File: src/rtl/mips_pkg.sv
// rtl/mips_pkg.sv - shared control types and constants for the decode/execute boundary
package mips_pkg;

    localparam int DATA_WIDTH     = 32;
    localparam int REG_ADDR_WIDTH = 5;
    localparam int ALU_OP_WIDTH   = 4;

    typedef enum logic [ALU_OP_WIDTH-1:0] {
        ALU_ADD = 4'd0,
        ALU_SUB = 4'd1,
        ALU_AND = 4'd2,
        ALU_OR  = 4'd3,
        ALU_XOR = 4'd4,
        ALU_NOR = 4'd5,
        ALU_SLT = 4'd6,
        ALU_SLL = 4'd7,
        ALU_SRL = 4'd8,
        ALU_SRA = 4'd9,
        ALU_LUI = 4'd10
    } alu_op_t;

    typedef struct packed {
        logic    regwrite;
        logic    memread;
        logic    memwrite;
        logic    memtoreg;
        logic    alusrc;
        logic    regdst;
        alu_op_t alu_op;
    } ctrl_t;

    localparam logic [REG_ADDR_WIDTH-1:0] REG_ZERO = '0;
    localparam ctrl_t                     CTRL_NOP = '0;

endpackage

File: src/rtl/load_use_detect.sv
// rtl/load_use_detect.sv - combinational load-use hazard check between decode and EX slots
module load_use_detect
    import mips_pkg::*;
#(
    parameter int REG_ADDR_W = REG_ADDR_WIDTH
) (
    input  logic                  dec_valid,
    input  logic                  dec_uses_rs,
    input  logic                  dec_uses_rt,
    input  logic [REG_ADDR_W-1:0] dec_rs,
    input  logic [REG_ADDR_W-1:0] dec_rt,
    input  logic                  ex_valid,
    input  logic                  ex_memread,
    input  logic [REG_ADDR_W-1:0] ex_wreg,
    output logic                  load_use
);

    logic rs_hit;
    logic rt_hit;

    // A load into $0 produces nothing to wait for, so it never stalls.
    always_comb begin
        rs_hit   = dec_uses_rs && (dec_rs == ex_wreg);
        rt_hit   = dec_uses_rt && (dec_rt == ex_wreg);
        load_use = dec_valid && ex_valid && ex_memread &&
                   (ex_wreg != REG_ADDR_W'(REG_ZERO)) && (rs_hit || rt_hit);
    end

endmodule

File: src/rtl/dec_ex_stage.sv
// rtl/dec_ex_stage.sv - decode->execute pipeline register with load-use bubble, flush and WB bypass
module dec_ex_stage
    import mips_pkg::*;
#(
    parameter int DATA_W     = DATA_WIDTH,
    parameter int REG_ADDR_W = REG_ADDR_WIDTH
) (
    input  logic                  clk,
    input  logic                  reset,
    input  logic                  dec_valid,
    input  logic [DATA_W-1:0]     dec_pc,
    input  logic [REG_ADDR_W-1:0] dec_rs,
    input  logic [REG_ADDR_W-1:0] dec_rt,
    input  logic [REG_ADDR_W-1:0] dec_rd,
    input  logic                  dec_uses_rs,
    input  logic                  dec_uses_rt,
    input  logic [DATA_W-1:0]     dec_rs_data,
    input  logic [DATA_W-1:0]     dec_rt_data,
    input  logic [DATA_W-1:0]     dec_imm,
    input  ctrl_t                 dec_ctrl,
    input  logic                  wb_regwrite,
    input  logic [REG_ADDR_W-1:0] wb_rd,
    input  logic [DATA_W-1:0]     wb_data,
    input  logic                  mem_stall,
    input  logic                  flush,
    output logic                  stall_dec,
    output logic                  dec_ex_valid,
    output logic [DATA_W-1:0]     dec_ex_pc,
    output logic [REG_ADDR_W-1:0] dec_ex_rs,
    output logic [REG_ADDR_W-1:0] dec_ex_rt,
    output logic [REG_ADDR_W-1:0] dec_ex_wreg,
    output logic [DATA_W-1:0]     dec_ex_rs_data,
    output logic [DATA_W-1:0]     dec_ex_rt_data,
    output logic [DATA_W-1:0]     dec_ex_imm,
    output ctrl_t                 dec_ex_ctrl
);

    logic                  load_use;
    logic                  insert_bubble;
    logic                  wb_live;
    logic [DATA_W-1:0]     rs_data_byp;
    logic [DATA_W-1:0]     rt_data_byp;
    logic [REG_ADDR_W-1:0] wreg_next;

    load_use_detect #(
        .REG_ADDR_W (REG_ADDR_W)
    ) u_load_use_detect (
        .dec_valid   (dec_valid),
        .dec_uses_rs (dec_uses_rs),
        .dec_uses_rt (dec_uses_rt),
        .dec_rs      (dec_rs),
        .dec_rt      (dec_rt),
        .ex_valid    (dec_ex_valid),
        .ex_memread  (dec_ex_ctrl.memread),
        .ex_wreg     (dec_ex_wreg),
        .load_use    (load_use)
    );

    // Flush kills the decode slot, so holding fetch would only delay the redirect.
    assign stall_dec     = !reset && !flush && (load_use || mem_stall);
    assign insert_bubble = flush || (!mem_stall && (load_use || !dec_valid));

    // The regfile read this cycle misses a same-cycle WB write; patch it here.
    always_comb begin
        wb_live     = wb_regwrite && (wb_rd != REG_ADDR_W'(REG_ZERO));
        rs_data_byp = (wb_live && (wb_rd == dec_rs)) ? wb_data : dec_rs_data;
        rt_data_byp = (wb_live && (wb_rd == dec_rt)) ? wb_data : dec_rt_data;
        wreg_next   = dec_ctrl.regdst ? dec_rd : dec_rt;
    end

    always_ff @(posedge clk) begin
        if (reset || insert_bubble) begin
            dec_ex_valid   <= 1'b0;
            dec_ex_pc      <= '0;
            dec_ex_rs      <= '0;
            dec_ex_rt      <= '0;
            dec_ex_wreg    <= '0;
            dec_ex_rs_data <= '0;
            dec_ex_rt_data <= '0;
            dec_ex_imm     <= '0;
            dec_ex_ctrl    <= CTRL_NOP;
        end else if (!mem_stall) begin
            dec_ex_valid   <= 1'b1;
            dec_ex_pc      <= dec_pc;
            dec_ex_rs      <= dec_rs;
            dec_ex_rt      <= dec_rt;
            dec_ex_wreg    <= wreg_next;
            dec_ex_rs_data <= rs_data_byp;
            dec_ex_rt_data <= rt_data_byp;
            dec_ex_imm     <= dec_imm;
            dec_ex_ctrl    <= dec_ctrl;
        end
    end

endmodule

File: config.mk
export PLATFORM = sky130hd
export DESIGN_NAME = dec_ex_stage
export DESIGN_NICKNAME = d
export VERILOG_FILES = /design/src/rtl/mips_pkg.sv /design/src/rtl/load_use_detect.sv /design/src/rtl/dec_ex_stage.sv
export SDC_FILE = /design/constraint.sdc
export NUM_CORES = 1
export LEC_CHECK = 0
export CORE_UTILIZATION = 27
export CTS_CLUSTER_SIZE = 28
export DETAILED_ROUTE_END_ITERATION = 12
export SYNTH_ARGS = -nofsm -noshare
export SYNTH_HDL_FRONTEND = slang
export SYNTH_SLANG_ARGS = --single-unit
File: constraint.sdc
create_clock -name clk -period 2.9 [get_ports clk]
set_clock_uncertainty 0.2 [all_clocks]
set_input_delay 0.29 -clock clk [delete_from_list [all_inputs] [get_ports clk]]
set_output_delay 0.29 -clock clk [all_outputs]
set_load 0.01 [all_outputs]
Yosys cells after proc, flatten, opt, wreduce, memory -nomap -nowiden
Cells that the tools add are included.

Bits of input ports: 198. Flip-flop bits (word level): 154. Word-level logic and storage cells: 45. Output and inout port bits: 155.

Reductions and logical operators: 23. Equal/unequal tests: 4. Multiplexer cells: 3.

Operators with widths (count): 32-bit 2-to-1 mux (2); 5-bit equality test (4); 1-bit logical AND (12); 5-bit nonzero test (2); 1-bit logical OR (5); 5-bit 2-to-1 mux (1); 1-bit zero test (4).

Longest topological paths before layout
Gate-level depths: netlist of the first run.

Depth after elaboration: 8. Mapped depth: 7. Mapped depth without buffers: 5.

Cells and area by module
Synthesis of the first run repeated with hierarchy kept, for this count alone.

Cells, all modules: 789. Area total of the unflattened synthesis: 7081.8 um^2.

Modules (own cells, without submodules): dec_ex_stage (area each 6950.4 um^2, cells each 772, instances 1); load_use_detect (area each 131.4 um^2, cells each 17, instances 1).

Worst setup path after synthesis of the first run
Ideal clock, no wire load.

Path type: reg-to-output. Start point: register dec_ex_wreg[2]. End point: output port stall_dec. Required time: 2410 ps. Path buffers: 1. Cell stages (with the launch flop): 7. Slack: 603 ps. Data arrival time: 1807 ps. Cell sequence: dfxtp_1 -> xnor2_1 -> nand4_1 -> o22ai_1 -> clkbuf_1 -> a31oi_1 -> nor3_1.

Word-level cells in the longest chain between the ends: 6. Elaborated cells between the ends (all ways): 10.

RTL lines: from (decl) (RTL line dec_ex_stage.sv:31) `output logic [REG_ADDR_W-1:0] dec_ex_wreg,`; from (signal assigned) (RTL line dec_ex_stage.sv:87) `dec_ex_wreg <= wreg_next;`; 5-bit equality test (on tied branches) (RTL line load_use_detect.sv:23, load_use_detect.sv:24); 1-bit logical AND (on tied branches) (RTL line load_use_detect.sv:23, load_use_detect.sv:24); 1-bit logical OR (RTL line load_use_detect.sv:26) `(ex_wreg != REG_ADDR_W'(REG_ZERO)) && (rs_hit || rt_hit);`; 1-bit logical AND * (RTL line load_use_detect.sv:26); 1-bit logical OR * (RTL line dec_ex_stage.sv:60) `assign stall_dec = !reset && !flush && (load_use || mem_stall);`; 1-bit logical AND * (RTL line dec_ex_stage.sv:60); to (decl) (RTL line dec_ex_stage.sv:26) `output logic stall_dec,`.

Every way passes the cells marked *; elsewhere a longest branch is shown, timed or not.

Worst setup path in the final report of the first run
Start point: input port wb_rd[4]. End point: register dec_ex_rs_data[17].

Word-level cells in the longest chain between the ends: 4. Elaborated cells between the ends (all ways): 5.

RTL lines: from (decl) (RTL line dec_ex_stage.sv:22) `input logic [REG_ADDR_W-1:0] wb_rd,`; 5-bit nonzero test (RTL line dec_ex_stage.sv:65) `wb_live = wb_regwrite && (wb_rd != REG_ADDR_W'(REG_ZERO));`; 1-bit logical AND (RTL line dec_ex_stage.sv:65); 1-bit logical AND * (RTL line dec_ex_stage.sv:66) `rs_data_byp = (wb_live && (wb_rd == dec_rs)) ? wb_data : dec_rs_data;`; 32-bit 2-to-1 mux * (RTL line dec_ex_stage.sv:66); to (signal assigned) (RTL line dec_ex_stage.sv:88) `dec_ex_rs_data <= rs_data_byp;`; to (decl) (RTL line dec_ex_stage.sv:32) `output logic [DATA_W-1:0] dec_ex_rs_data,`.

Marks and branches as above. A chain may end at the register's enable or synchronous reset.

==> results of run 1 <==
where the power goes:
| part | internal [mW] | switching, mW |
|---|---|---|
| logic | 0.480 | 0.350 |
| registers | 2.17 | 0.0301 |
| clock network | 1.28 | 1.00 |
| total | 3.92 | 1.38 |
metal layers:
metal / vias to the layer above / wire [µm]
met1: 3369 / 12000
li1: 3545 / -
met5: - / 0
met4: 0 / 337
met3: 14 / 2290
met2: 281 / 12600
worst max-delay path, stage by stage:
cell	delay, ns
clkdlybuf4s50_1	0.56
or4_1	0.15
o21ai_2	0.09
nor4_4	0.91
buf_12	0.31
mux2i_1	0.26
o32ai_2	0.10
flip-flops by register name (all words and copies together) (netlist names):
register / count
dec_ex_rt: 5
dec_ex_valid: 1
dec_ex_wreg: 5
dec_ex_rs: 5
dec_ex_pc: 32
dec_ex_imm: 32
dec_ex_rt_data: 32
dec_ex_rs_data: 32
dec_ex_ctrl: 10
area by class of cell:
class	count	area share, %
Inverter	85	2.62
Clock buffer	19	3.56
Antenna cell	1	0.0206
Multi-Input combinational cell	505	31.4
Sequential cell	154	25.4
Timing Repair Buffer	388	32.1
Tap cell	372	3.83
Clock inverter	12	1.16
Yosys cell counts, drive strengths merged:
cell type / count
a211o: 89
a211oi: 1
a21oi: 89
a31oi: 1
and2: 1
buf: 15
clkbuf: 68
dfxtp: 154
inv: 85
mux2i: 69
nand2: 155
nand3: 3
nand4: 2
nor2: 2
nor3: 1
nor4: 2
o21ai: 2
o22ai: 1
o311a: 1
o32ai: 64
or3: 1
or4: 1
xnor2: 16
xor2: 4
kinds of logic after synthesis:
group / count (synthesis) / share of synthesized area, %
compound gates: 248 / 29.3
xor+xnor: 20 / 2.33
buf+inv: 168 / 9.14
flops: 154 / 41.0
mux: 69 / 9.17
simple gates: 168 / 9.12
through the flow:
| stage | hold WS [ns] | utilization (%) | cell area [µm²] |
|---|---|---|---|
| 4_1_cts | 0.0239 | 44.6 | 12100 |
| 5_1_grt | 0.0463 | 44.7 | 12200 |
| 6_report | 0.0451 | 44.7 | 12200 |
| 3_3_place_gp | 0.240 | 42.5 | 11500 |
| 3_5_place_dp | 0.246 | 42.5 | 11500 |
| 2_1_floorplan | 0.255 | - | 7530 |
path summary, 6_finish.rpt:
check             slack, ns                         from  depth (start not counted)                              end
setup / recovery       0.31                     wb_rd[4]                          7  dec_ex_rs_data[17]$_SDFFE_PP0N_
setup reg to reg       0.47  dec_ex_wreg[0]$_SDFFE_PP0N_                          6  dec_ex_rt_data[18]$_SDFFE_PP0N_
hold reg to reg        0.26    dec_ex_pc[1]$_SDFFE_PP0N_                          2        dec_ex_pc[1]$_SDFFE_PP0N_
hold / removal         0.05                    mem_stall                          3        dec_ex_valid$_SDFFE_PP0N_
what timing repair did:
action,CTS,global route
setup buffers,0,4
endpoints found under the setup margin,1,3
resized for setup,4,4
pin swaps,0,1
==> impl_metrics.py, run 1 <==
metrics = {
    "final_layout": {
        "multi_input_area_um2": 3810,
        "layout_common_cells": "clkdlybuf4s50_1 (347), nand2_1 (155), dfxtp_1 (151)",
        "syn_to_final_growth_pct": 61.5,
        "post_route_cells_drive_above_1_share_pct": 11.0,
        "layout.cells.most_common": "clkdlybuf4s50_1",
        "nFillCells": 2673,
        "nNetsFinal": 1349,
        "finalNonFillerCells": 1536,
        "regArea_um2": 3090,
    },
    "clock_network": {
        "clock-sinks": 154,
        "cts_tree": "done",
        "clk_pin_slew_ns": 0.07,
        "cts_root_buffer": "clkbuf_16",
        "cts_made_buffers": 17,
        "cts-hold-fix-buffers": 0,
        "cts.path.max_buffers": 2,
        "htreeDepth": 4,
        "clock_latency_ns": 0.42,
    },
    "pwr": {
        "power_leakage_nw": 4.34,
        "power_mw": 5.31,
        "pwr_density_cell_nw_per_um2": 436,
        "peakVddDrop_v": 0.000311,
    },
    "place": {
        "dp.cells": 1500,
        "place_ws_ns": -0.318,
        "port_buffers": 352,
        "routabilityCongestion": 0.762,
        "hpwlAfterDp_um": 18400,
    },
    "global_routing": {
        "track_usage_pct": 18.5,
        "met1_usage_pct": 23.0,
        "met2_usage_pct": 30.7,
        "busiest_layer": "met2",
        "grt-ovfl-total": 0,
        "antenna_found_initial": 1,
        "grt_pass1_vias": 7132,
        "grt_pass1_wl_um": 41000,
        "use_met3_pct": 5.82,
        "grt_max_degree": 169,
    },
    "yosys": {
        "synth_fp_nets": 1025,
        "ys_top_cells_by_area": "dfxtp_1 (41%), o32ai_2 (11%), a211o_1 (10%), mux2i_1 (9.2%), nand2_1 (7.7%)",
        "yosysTopAreaCell": "dfxtp_1",
        "syn_area_um2": 7530,
        "synth_cell_types": 29,
        "ys_seq_area_share_pct": 41.0,
        "synth-seq-cells": 154,
        "syn_inst": 827,
        "synth_area_per_cell_um2": 9.10,
        "synth_top_cell_area_share_pct": 41.0,
        "yosys_warnings": 0,
    },
    "floorplanning": {
        "dieArea_um2": 28600,
        "pin_count": 353,
        "die_w_um": 169,
        "initial_core_util_pct": 27.7,
        "rows": 60,
        "fp.dieH_um": 169,
        "coreArea_um2": 27200,
    },
    "sta": {
        "post-route-period-util_pct": 89.4,
        "setup_viol": 0,
        "fin_setup_tns_ns": 0,
        "tightest_slew_ns": 1.02,
        "maxSlewHeadroom_pct": 31.7,
        "fin_crit_ns": 2.59,
        "maxSlewViolCount": 0,
        "hold_viol_final": 0,
        "max_freq_mhz": 386,
        "rsz0062_at_grt": "no",
        "setup_ws_ns": 0.308,
    },
    "routing": {
        "routed_wl_um": 27200,
        "avgViaCountPerCell": 4.69,
        "ant_nets": 0,
        "drtPass1Iterations": 5,
        "wl_per_cell_um": 17.7,
        "drc_errors": 0,
        "num_vias": 7209,
        "drt_iter0_drc": 357,
    },
    "critical_path": {
        "arrival_ns": 2.68,
        "path_max_fanout": 22,
        "endpoint_kind": "flip-flop",
        "required_ns": 2.99,
        "startpoint_type": "primary input",
        "path_class": "primary input to flip-flop",
    },
    "run": {
        "max_cap_viol_count": 0,
    },
    "min_path": {
        "hold_class": "primary input to flip-flop",
    },
    "status": {
        "run_status": "finished, final reports clean",
    },
}
Power figures use the tool's default switching activity.
==> run 2: changes to the inputs <==
CTS_CLUSTER_SIZE = 24   (was 28)
==> results of run 2 <==
Final layout, timing and power as in run 1 (identical DEF).
==> RTL edit 1: new RTL, config.mk and constraints of run 1 <==
`REG_ZERO`: '0 -> 1.
--- a/src/rtl/mips_pkg.sv
+++ b/src/rtl/mips_pkg.sv
@@ -30,5 +30,5 @@
     } ctrl_t;
 
-    localparam logic [REG_ADDR_WIDTH-1:0] REG_ZERO = '0;
+    localparam logic [REG_ADDR_WIDTH-1:0] REG_ZERO = 1;
     localparam ctrl_t                     CTRL_NOP = '0;
 
Formal check against the unedited RTL: not equivalent (a bounded check fails within 4 cycles, from zero or initial values).
==> RTL edit 1 against run 1 <==
- cell area fell by 0.15%
- sequential cell count did not move
- non-clock buffer count fell by 4
- synthesized cell count did not move
- largest power group is now registers
- core utilization rose by 0.055 points
- die area fell by 0.13%
- synthesized area fell by 0.13%
- worst setup slack got worse by 110 ps
- combinational power rose by 0.5%
- final cell count fell by 0.20%
- power fell by 1.4%
- wire length rose by 1.5%
- global-route usage rose by 0.39 points
==> RTL edit 1: results (changes against run 1) <==
Global routing:
- The wire length of the first global-routing pass is 41600 um (+1.4%).
- The via count of the first global-routing pass came to 7124 (-0.11%).

Critical path:
- Among cell families on the critical path, the largest total delay comes from compound AO/OA/AOI/OAI gates.
- The endpoint identified for the worst register-to-register timing path is dec_ex_rs_data[22].
- The reg-to-reg setup timing slack is 400 ps (-70 ps).
- The critical path data arrival time is 2210 ps (-470 ps).
- The largest fanout on the critical path is 3 (-86%).
- The cell with the largest stage delay on the worst path is sky130_fd_sc_hd__or3b_1.
- The delay of the slowest cell on the worst path came to 380 ps (-530 ps).

Placement:
- The detailed placement HPWL is 19200 um (+4.4%).

Synth:
- The XOR/XNOR share of the synthesized area is 0.0233 (+0.0000310).
- The multiplexer area fraction after synthesis is 0.0919 (+0.000122).
- Among all flip-flop cells after synthesis, the most frequent one is sky130_fd_sc_hd__dfxtp_1.
- The proportion of synthesized chip area in sequential cells came to 0.410 (+0.000545).
- In the post-synthesis netlist, the biggest area contributors are sky130_fd_sc_hd__dfxtp_1 41%, sky130_fd_sc_hd__o32ai_2 11%, sky130_fd_sc_hd__a211o_1 10%.

Power:
- The standby leakage power is 4.32 nW (-0.52%).

Route:
- The total number of vias is 7274 (+0.90%).
- The starting DRC count in detailed routing is 435 (+22%).

Min path:
- The end of the worst hold path is dec_ex_pc[2].

Layout:
- The number of nets in the final layout is 1345 (-0.30%).
- The fraction of final layout cells with drive strength greater than 1 was 0.110 (+0.000285).

Clock network:
- The maximum buffer depth of the clock tree is 2 (unchanged).
- The clock buffer count from CTS is 17 (unchanged).

Timing:
- The worst relative slew slack was 0.377 (+0.0598).
- The tightest hold margin is 57.1 ps (+12.0 ps).

Outcome:
- The flow ran to the end, and the final reports show no timing, DRC or antenna violations.
==> RTL edit 1: cell types whose count changed after synthesis <==
cell                             run 1  this run
sky130_fd_sc_hd__or3_1               1         0
sky130_fd_sc_hd__o21ai_2             1         0
sky130_fd_sc_hd__or4b_1              0         1
sky130_fd_sc_hd__or3b_1              0         1
sky130_fd_sc_hd__nor4_4              2         1
sky130_fd_sc_hd__or4_1               1         0
sky130_fd_sc_hd__and2_1              0         1
sky130_fd_sc_hd__o21ai_1             1         2
sky130_fd_sc_hd__and2_4              1         0
sky130_fd_sc_hd__nor4_2              0         1
==> RTL edit 1: metal layers <==
layer,track usage,up-vias,share of wire
li1,-,3542,-
met1,0.230,3433,0.42
met2,0.308,282,0.46
met3,0.0748,17,0.099
met4,0.0486,0,0.014
met5,0,-,0
==> RTL edit 1: kinds of logic (layout without fill, tap and decap cells) <==
group	count (synthesis)	after routing
AOI/OAI and AO/OA	248	248
and+or+nand+nor	168	168
buffers and inverters	168	501
DFF	154	154
muxes	69	69
xor gates and xnor gates	20	20
other	0	1
==> RTL edit 1: through the flow <==
| stage | std cells | util | setup TNS, ps | worst slack [ps] | instance area (um2) |
|---|---|---|---|---|---|
| 2_1_floorplan | 827 | - | 0 | 616 | 7520 |
| 3_3_place_gp | 1500 | 0.426 | -68.3 | -68.3 | 11600 |
| 3_5_place_dp | 1500 | 0.426 | -55.5 | -55.5 | 11600 |
| 4_1_cts | 1532 | 0.448 | 0 | 147 | 12100 |
| 5_1_grt | 1533 | 0.448 | 0 | 115 | 12100 |
| 6_report | 1533 | 0.448 | 0 | 199 | 12100 |
==> RTL edit 1: how the worst max path moves through the flow <==
stage / to / from / depth (start not counted)
5_1_grt: stall_dec / dec_ex_wreg[0] / 6
2_1_floorplan: stall_dec / dec_ex_wreg[2] / 6
6_report: stall_dec / dec_ex_wreg[0] / 6
4_1_cts: stall_dec / dec_ex_wreg[0] / 6
3_5_place_dp: stall_dec / dec_rt[0] / 7
3_3_place_gp: stall_dec / dec_rs[2] / 8
==> RTL edit 1: final cells by class <==
type | count | area, um2
clock buffers | 18 | 439
flip-flops and latches | 154 | 3090
diodes | 1 | 2.50
clock inverters | 14 | 125
fillers | 2662 | 15000
well taps | 372 | 465
inverters | 85 | 319
repair buffers | 384 | 3880
multi-input cells | 505 | 3820
==> RTL edit 1: power by group <==
part / leakage (nW) / switching [mW] / internal (mW)
combinational: 2.79 / 0.354 / 0.479
clock: 0.284 / 1.04 / 1.16
sequential: 1.25 / 0.0301 / 2.17
==> RTL edit 1: timing repair <==
action,CTS,global route
endpoints found under the setup margin,1,0
gates resized for setup,8,0
buffers inserted,0,0
==> RTL edit 2: new RTL, config.mk and constraints of run 1 <==
Made on the original files. The package constant `DATA_WIDTH` goes from 32 to 24.
--- a/src/rtl/mips_pkg.sv
+++ b/src/rtl/mips_pkg.sv
@@ -2,5 +2,5 @@
 package mips_pkg;
 
-    localparam int DATA_WIDTH     = 32;
+    localparam int DATA_WIDTH     = 24;
     localparam int REG_ADDR_WIDTH = 5;
     localparam int ALU_OP_WIDTH   = 4;
Ports: changed (9 resized); port bits go from 353 to 281. No check against the original RTL was run, so the function may have changed too.
==> RTL edit 2 against run 1 <==
- hold slack improved by 39 ps
- power fell by 13%
- synthesized cell count is 19% lower
- cell area shrank 22%
- core utilization increased by 1.3 points
- fmax is 4.0% higher
- wire length fell by 25%
- synthesized area is 24% lower
- sequential cell count fell by 32
- final cell count down 22%
- worst setup slack gained 100 ps
- critical path type is now register to primary output
- highest routed layer unchanged
==> RTL edit 2: results (changes against run 1) <==
Timing:
- The worst relative slew slack is 0.546 (+0.229).

Global routing:
- The remaining global-route overflow was 0 (unchanged).
- The via count of the first global-routing pass is 5540 (-22%).
- The global-route usage over all layers came to 0.185 (+0.000428).
- The wire length of the first global-routing pass is 31500 um (-23%).
- The largest net degree at the start of global routing is 125 (-26%).

Synth:
- The synthesized netlist net count is 826 (-19%).
- The predominant post-synthesis flop cell is sky130_fd_sc_hd__dfxtp_1.
- The number of different library cells in the post-synthesis netlist was 27 (-6.9%).
- The number of warnings printed during yosys synthesis is 0 (unchanged).
- The proportion of synthesized chip area in sequential cells is 0.426 (+0.0165).
- By area the synthesized netlist is led by sky130_fd_sc_hd__dfxtp_1 43%, sky130_fd_sc_hd__a211o_1 11%, sky130_fd_sc_hd__mux2i_1 9.3%.
- By count the netlist is led by 123 x sky130_fd_sc_hd__nand2_1, 122 x sky130_fd_sc_hd__dfxtp_1, 73 x sky130_fd_sc_hd__a211o_1, 73 x sky130_fd_sc_hd__a21oi_1, 69 x sky130_fd_sc_hd__inv_1.
- The gate count after technology mapping was 668 (-19%).
- The share of synthesized flip-flops with an asynchronous set or reset came to 0 (unchanged).

Critical path:
- On the critical path, the stage with the largest delay is an instance of sky130_fd_sc_hd__o311a_2.
- The delay of the slowest cell on the worst path is 430 ps (-480 ps).
- The cell family with the largest share of critical-path delay is compound AO/OA/AOI/OAI gates.
- The largest fanout on the critical path is 9 (-59%).
- The critical path data arrival time was 2000 ps (-680 ps).

Power:
- The maximum VDD drop is 0.348 mV (+12%).
- The standby leakage power came to 3.46 nW (-20%).

Layout:
- The fraction of final layout cells with drive strength greater than 1 was 0.0645 (-0.0455).
- The number of nets in the final layout is 1075 (-20%).
- The number of inserted filler cells in the final layout is 2016 (-25%).

Placement:
- The count of input and output buffers is 280 (-20%).
- The detailed placement HPWL is 13600 um (-26%).
- The number of cells after detailed placement is 1168 (-22%).
- The routability congestion estimate is 0.828 (+8.7%).

Clock network:
- The count of buffers added by post-CTS timing repair for setup was 0 (unchanged).
- After clock tree synthesis, the clock-pin slew on the worst setup and hold paths is 60 ps.
- The maximum buffer depth of the clock tree is 2 (unchanged).

Outcome:
- The flow ran to the end, and the final reports show no timing, DRC or antenna violations.

Route:
- The starting DRC count in detailed routing is 348 (-2.5%).
- The sum of routed wire length over all layers is 20400 um (-25%).
- The post-detailed-route wirelength per cell is 17.0 um (-4.1%).
- The first-pass iteration count of the detailed router is 6 (+1).
- The total number of vias is 5686 (-21%).
## RTL edit 2: cell count changes in the layout (fill, tap and decap cells not counted), sizes merged, moves of 4 or more
cell | before | now
dfxtp | 154 | 122
nand2 | 155 | 123
inv | 89 | 74
clkinv | 1 | 5
a21oi | 89 | 73
buf | 37 | 19
o32ai | 64 | 48
a211o | 89 | 73
mux2i | 69 | 53
clkinvlp | 5 | 1
clkdlybuf4s50 | 347 | 278
## RTL edit 2: path summary, 6_finish.rpt
kind | start | slack, ps | cells past startpoint | to
worst max-delay path | dec_ex_wreg[4] | 410 | 5 | stall_dec
worst min-delay path | mem_stall | 80 | 3 | dec_ex_wreg[4]
worst max register to register | dec_ex_wreg[4] | 550 | 5 | dec_ex_ctrl[2]
worst min register to register | dec_ex_pc[13] | 260 | 2 | dec_ex_pc[13]
## RTL edit 2: cell type report
| cell class | count | area share |
|---|---|---|
| Clock buffer | 18 | 0.0454 |
| Antenna cell | 1 | 0.000265 |
| Timing Repair Buffer | 298 | 0.319 |
| Multi-Input combinational cell | 409 | 0.293 |
| Clock inverter | 14 | 0.0196 |
| Inverter | 69 | 0.0274 |
| Sequential cell | 122 | 0.259 |
| Tap cell | 270 | 0.0358 |
## RTL edit 2: where the power goes
part           internal, mW  switching, mW  leakage [nW]
clock                  1.37          0.861         0.296
combinational         0.373          0.262          2.17
sequential             1.72         0.0240         0.992
## RTL edit 2: logic make-up (layout without fill, tap and decap cells)
logic type | count (synthesis) | after routing | share of synthesized area
buffers and inverters | 137 | 399 | 0.0969
other | 0 | 1 | 0
DFF | 122 | 122 | 0.426
muxes | 53 | 53 | 0.0925
AOI/OAI and AO/OA | 200 | 200 | 0.256
and+or+nand+nor | 136 | 136 | 0.0984
xor gates and xnor gates | 20 | 20 | 0.0306
## RTL edit 2: per-layer routing
| metal | routed length, um | GRT usage |
|---|---|---|
| met1 | 8850 | 0.232 |
| met2 | 9610 | 0.298 |
| met3 | 1370 | 0.0515 |
| met4 | 605 | 0.0753 |
| met5 | 0 | 0 |
## RTL edit 2: what timing repair did
item,CTS,global route
endpoints found under the hold margin,0,0
setup endpoints to repair,0,1
gates resized for setup,0,5
## RTL edit 2: metrics by stage
step           power (mW)  instance area [um2]  setup WS, ps  utilization
2_1_floorplan        2.03                 5730           773            -
3_3_place_gp         2.42                 8820           184        0.430
3_5_place_dp         2.42                 8820           146        0.430
4_1_cts              4.67                 9430          32.0        0.460
5_1_grt              4.80                 9440           319        0.461
6_report             4.61                 9440           408        0.461
